## src/rtl/fetch_queue.sv

```systemverilog
// Instruction fetch queue: one in-flight synchronous ROM read feeding a DEPTH-entry FIFO.
// Define FETCH_QUEUE_PERF_EN to add the saturating starvation counter on stall_cnt.
module fetch_queue #(
  parameter int PC_W     = 16,
  parameter int INST_W   = 26,
  parameter int DEPTH    = 4,
  parameter int PC_STEP  = 4,
  parameter int RESET_PC = 0
) (
  input  logic                     clk,
  input  logic                     rst,
  input  logic                     en,
  output logic [PC_W-1:0]          rom_addr,
  input  logic [INST_W-1:0]        rom_data,
  input  logic                     redirect,
  input  logic [PC_W-1:0]          redirect_pc,
  output logic [INST_W-1:0]        inst_out,
  output logic [PC_W-1:0]          pc_out,
  output logic                     valid_out,
  input  logic                     ready_in,
  output logic [$clog2(DEPTH):0]   count,
  output logic [15:0]              stall_cnt
);

  localparam int AW = $clog2(DEPTH);
  localparam int CW = AW + 1;
  localparam logic [CW:0] DEPTH_V = (CW+1)'(DEPTH);
  localparam logic [PC_W-1:0] RST_PC = PC_W'(RESET_PC);

  typedef struct packed {
    logic [PC_W-1:0]   pc;
    logic [INST_W-1:0] inst;
  } entry_t;

  entry_t          mem_q [DEPTH];
  logic [AW-1:0]   head_q, head_d;
  logic [AW-1:0]   tail_q, tail_d;
  logic [CW-1:0]   count_q, count_d;
  logic [PC_W-1:0] fetch_pc_q, fetch_pc_d;
  logic [PC_W-1:0] req_pc_q, req_pc_d;
  logic            req_valid_q, req_valid_d;

  logic [CW:0] occ;
  logic        issue;
  logic        push;
  logic        pop;

  assign count     = rst ? '0 : count_q;
  assign valid_out = (count != '0);
  assign inst_out  = mem_q[head_q].inst;
  assign pc_out    = mem_q[head_q].pc;

  // During a stall the outstanding address is replayed so rom_data
  // still matches req_pc when fetching resumes.
  assign rom_addr = rst ? RST_PC :
                    en  ? fetch_pc_q : req_pc_q;

  assign occ   = {1'b0, count_q} + {{CW{1'b0}}, req_valid_q};
  assign issue = en && !redirect && (occ < DEPTH_V);
  assign push  = en && !redirect && req_valid_q;
  assign pop   = en && valid_out && ready_in;

  always_comb begin
    fetch_pc_d  = fetch_pc_q;
    req_valid_d = req_valid_q;
    req_pc_d    = req_pc_q;
    head_d      = head_q;
    tail_d      = tail_q;
    count_d     = count_q;
    if (en && redirect) begin
      fetch_pc_d  = redirect_pc;
      req_valid_d = 1'b0;
      head_d      = '0;
      tail_d      = '0;
      count_d     = '0;
    end else if (en) begin
      req_valid_d = issue;
      if (issue) begin
        req_pc_d   = fetch_pc_q;
        fetch_pc_d = fetch_pc_q + PC_W'(PC_STEP);
      end
      if (push) tail_d = tail_q + AW'(1);
      if (pop)  head_d = head_q + AW'(1);
      unique case ({push, pop})
        2'b10:   count_d = count_q + CW'(1);
        2'b01:   count_d = count_q - CW'(1);
        default: count_d = count_q;
      endcase
    end
  end

  always_ff @(posedge clk) begin
    if (rst) begin
      fetch_pc_q  <= RST_PC;
      req_valid_q <= 1'b0;
      req_pc_q    <= '0;
      head_q      <= '0;
      tail_q      <= '0;
      count_q     <= '0;
    end else begin
      fetch_pc_q  <= fetch_pc_d;
      req_valid_q <= req_valid_d;
      req_pc_q    <= req_pc_d;
      head_q      <= head_d;
      tail_q      <= tail_d;
      count_q     <= count_d;
    end
  end

  always_ff @(posedge clk) begin
    if (!rst && push) begin
      mem_q[tail_q] <= '{pc: req_pc_q, inst: rom_data};
    end
  end

`ifdef FETCH_QUEUE_PERF_EN
  logic [15:0] stall_q, stall_d;

  always_comb begin
    stall_d = stall_q;
    if (en && !valid_out && (stall_q != 16'hFFFF)) begin
      stall_d = stall_q + 16'd1;
    end
  end

  always_ff @(posedge clk) begin
    if (rst) stall_q <= '0;
    else     stall_q <= stall_d;
  end

  assign stall_cnt = rst ? '0 : stall_q;
`else
  assign stall_cnt = '0;
`endif

endmodule

```

## config.mk

```make
export PLATFORM = sky130hd
export DESIGN_NAME = fetch_queue
export DESIGN_NICKNAME = d
export VERILOG_FILES = /design/src/rtl/fetch_queue.sv
export SDC_FILE = /design/constraint.sdc
export NUM_CORES = 1
export LEC_CHECK = 0
export ABC_AREA = 1
export CAP_MARGIN = 20
export CORE_ASPECT_RATIO = 2
export CORE_MARGIN = 2
export CORE_UTILIZATION = 30
export CTS_BUF_LIST = sky130_fd_sc_hd__clkbuf_2
export DETAILED_ROUTE_END_ITERATION = 10
export PLACE_DENSITY = 0.55
export SKIP_LAST_GASP = 1
export SYNTH_ARGS = -nofsm -noshare
export SYNTH_HDL_FRONTEND = slang
export SYNTH_SLANG_ARGS = --single-unit
```

## constraint.sdc

```tcl
create_clock -name clk -period 9.74 [get_ports clk]
set_input_delay 2.922 -clock clk [delete_from_list [all_inputs] [get_ports clk]]
set_output_delay 2.922 -clock clk [all_outputs]
set_load 0.02 [all_outputs]
```

==> metrics.csv <==
stage,metric,value,unit
finish,layout-drive-gt1-share,9.98,%
outcome,status,finished clean,
synthesis,ys_seq_area_share,69.1,%
floorplan,initial_core_util,30.3,%
clock_tree,cts_root_buf,clkbuf_2,
timing,period_share,84.1,%
pwr,power.switching,0.401,mW
synthesis,synth_top_area_cell,edfxtp_1,
pwr,comb_power_share,5.8,%
timing,fmaxAchievable,0.122,GHz
drt,wl,20.5,mm
synthesis,ys_types,35,
setup_path,max_stage_delay,710,ps
setup_path,crit_chain,"clkdlybuf4s50_1, buf_4, inv_1, o21ai_0, a21oi_1, clkdlybuf4s50_1",
finish,mostFrequentLayoutCell,edfxtp_1,
finish,syn_to_final_growth,21.4,%
synthesis,synth_area_leaders,"edfxtp_1 59%, dfxtp_1 9.9%, o21ai_0 7.7%",
setup_path,crit_fanout,39,
setup_path,slowest_stage,inv_1,
floorplan,die_x,123,um
placement,io_buffer_count,108,
finish,ff_latch_area,5890,um2
setup_path,startpoint_type,primary input,
timing,skew,61.2,ps
drt,viasPerCell,4.73,
placement,gp_congestion,0.811,
timing,tns,0,ps
finish,fillCellCount,2777,
pwr,ir_drop,66.5,uV
floorplan,core-area,28100,um2
clock_tree,post_cts_buffers,0,
global_route,grt_usage,13.7,%
global_route,grt_max_degree,86,
drt,drc,0,
timing,fin_hold_ws,505,ps
clock_tree,holdBufCountCts,0,
clock_tree,tritoncts,done,
pwr,totalPowerFinal,1.61,mW
placement,dp_hpwl,12.5,mm
pwr,pwr-share-seq,61.5,%
timing,rsz0062_at_grt,no,
synthesis,syn_inst,752,
clock_tree,numCtsBuffers,46,
clock_tree,ctsResizeCount,0,
clock_tree,clk_latency,790,ps
clock_tree,htree_levels,2,
drt,postRouteAntennaNets,0,
run,drv_cap,0,
synthesis,synth-seq-cells,210,
global_route,grt_first_pass_wirelength,31.4,mm
synthesis,synth.yosys.warnings,0,
timing,finalHoldViolations,0,
floorplan,dieHeight,242,um
setup_path,crit_type,primary input to primary output,
hold_path,min_path_type,flop to flop,
setup_path,worst_path_dominant_cell_family,buffers and inverters,
setup_path,required,6820,ps
pwr,power_density,156,nW/um2
clock_tree,path_clk_slew,100,ps
finish,layout_common_cells,"168 x edfxtp_1, 150 x nor2_1, 131 x o21ai_0, 108 x clkdlybuf4s50_1, 56 x clkbuf_2",
floorplan,io_pins,125,
synthesis,netlist_area,8520,um2
timing,fin_crit,8190,ps
synthesis,syn-mean-instance-area,11.3,um2
timing,setup_viol,0,
setup_path,worst-path-buf-inv,4,
timing,maxSlewHeadroom,36.2,%
drt,via_count,6003,
synthesis,synth.top_cell.area_share,59.2,%
pwr,switching_share,24.9,%
finish,finalNetCount,930,
drt,drtIter0Drc,295,
drt,dr.pass1.iters,4,
timing,slew_viol_final,0,
global_route,grt_pass1_vias,5940,
clock_tree,clk_path_buf_depth,3,
global_route,grt_overflow,0,
global_route,antenna_found_initial,1,
setup_path,cpMostUsedCell,clkdlybuf4s50_1,
setup_path,crit_arrival,5270,ps
pwr,p_leak,3.61,nW
pwr,p_int,1.21,mW
drt,wl_per_cell,16.1,um
floorplan,rows,87,
finish,multi_input_area,2290,um2
setup_path,worst_setup_path_end_kind,primary output,
clock_tree,clkSinkCount,210,
pwr,clockPowerShare,32.8,%
timing,tightest_slew,957,ps
floorplan,dieArea,29800,um2
-- state kept, by name (all words and copies together), names as in the netlist, named ones only --
| name | flops |
|---|---|
| fetch_pc_q | 16 |
| tail_q | 2 |
| req_valid_q | 1 |
| head_q | 2 |
| mem_q | 168 |
| count_q | 3 |
| req_pc_q | 16 |
-- cell usage after synthesis (all sizes together) --
cell,n
nand4,4
conb,1
o21a,1
a22oi,1
o211ai,1
edfxtp,168
a21boi,4
o21ai,133
o211a,1
o22ai,42
xor2,2
nand3,15
nor3,4
nor2,156
clkbuf,30
a211oi,3
fa,1
dfxtp,42
ha,6
buf,26
clkinv,2
nor3b,1
inv,33
a21oi,31
a31oi,1
nand2,43
-- kinds of logic (layout without fill, tap and decap cells) --
group / after synthesis / count (layout) / share of synthesized area (%)
AOI/OAI and AO/OA: 218 / 218 / 13.9
buffers and inverters: 91 / 236 / 5.02
DFF: 210 / 210 / 69.1
xor gates and xnor gates: 2 / 2 / 0.206
and+or+nand+nor: 223 / 223 / 10.6
adders and majority gates: 7 / 7 / 1.12
other: 1 / 17 / 0.0440
-- worst reg2reg max path, stage by stage, from the launching register on --
cell and delay [ps]:
dfxtp_1 380, inv_1 100, a31oi_1 270, nand3_1 180, inv_1 110, ha_1 190, inv_1 60, fa_1 350
inv_1 70, o21ai_0 70, a21oi_1 160, o21ai_0 90, a21oi_1 120
-- path summary, 6_finish.rpt --
path	slack, ps	end	start	cells after the start
min reg2reg	510	fetch_pc_q[15]	fetch_pc_q[15]	2
min	510	fetch_pc_q[15]	fetch_pc_q[15]	2
max	1550	rom_addr[15]	rst	6
max reg2reg	7510	count_q[2]	count_q[0]	12
-- layer usage --
layer / wire length, um / share of wire (%) / vias up / track usage, %
li1: - / - / 2924 / -
met1: 7380 / 36 / 2846 / 13.8
met2: 11400 / 55 / 192 / 26.1
met3: 1030 / 5.0 / 41 / 2.26
met4: 718 / 3.5 / 0 / 6.55
met5: 0 / 0 / - / 0
-- per-stage QoR --
stage | worst slack (ps) | instance area (um2) | utilization [%] | instances
floorplan | 2860 | 8570 | - | 767
global placement | 1560 | 9900 | 35.2 | 1183
detailed placement | 1500 | 9900 | 35.2 | 1183
CTS | 1520 | 10300 | 36.8 | 1267
global route | 1380 | 10300 | 36.8 | 1269
finish | 1550 | 10300 | 36.8 | 1269
-- cell type report --
type / count / share of cell area [%]
Clock buffer: 56 / 2.71
Clock inverter: 28 / 1.40
Tap cell: 356 / 4.31
Sequential cell: 210 / 56.9
Antenna cell: 1 / 0.0242
Inverter: 35 / 1.27
Timing Repair Buffer: 117 / 11.2
Multi-Input combinational cell: 466 / 22.2
-- power groups by stage --
stage | clock network, mW | registers, mW | logic (mW)
after global placement | 0 | 1.01 | 0.0914
after floorplan | 0 | 1.01 | 0.0539
final | 0.528 | 0.989 | 0.0926
after CTS | 0.554 | 0.989 | 0.0926
after global routing | 0.590 | 0.991 | 0.102
after detailed placement | 0 | 1.01 | 0.0919
(Power assumes the default switching activity.)
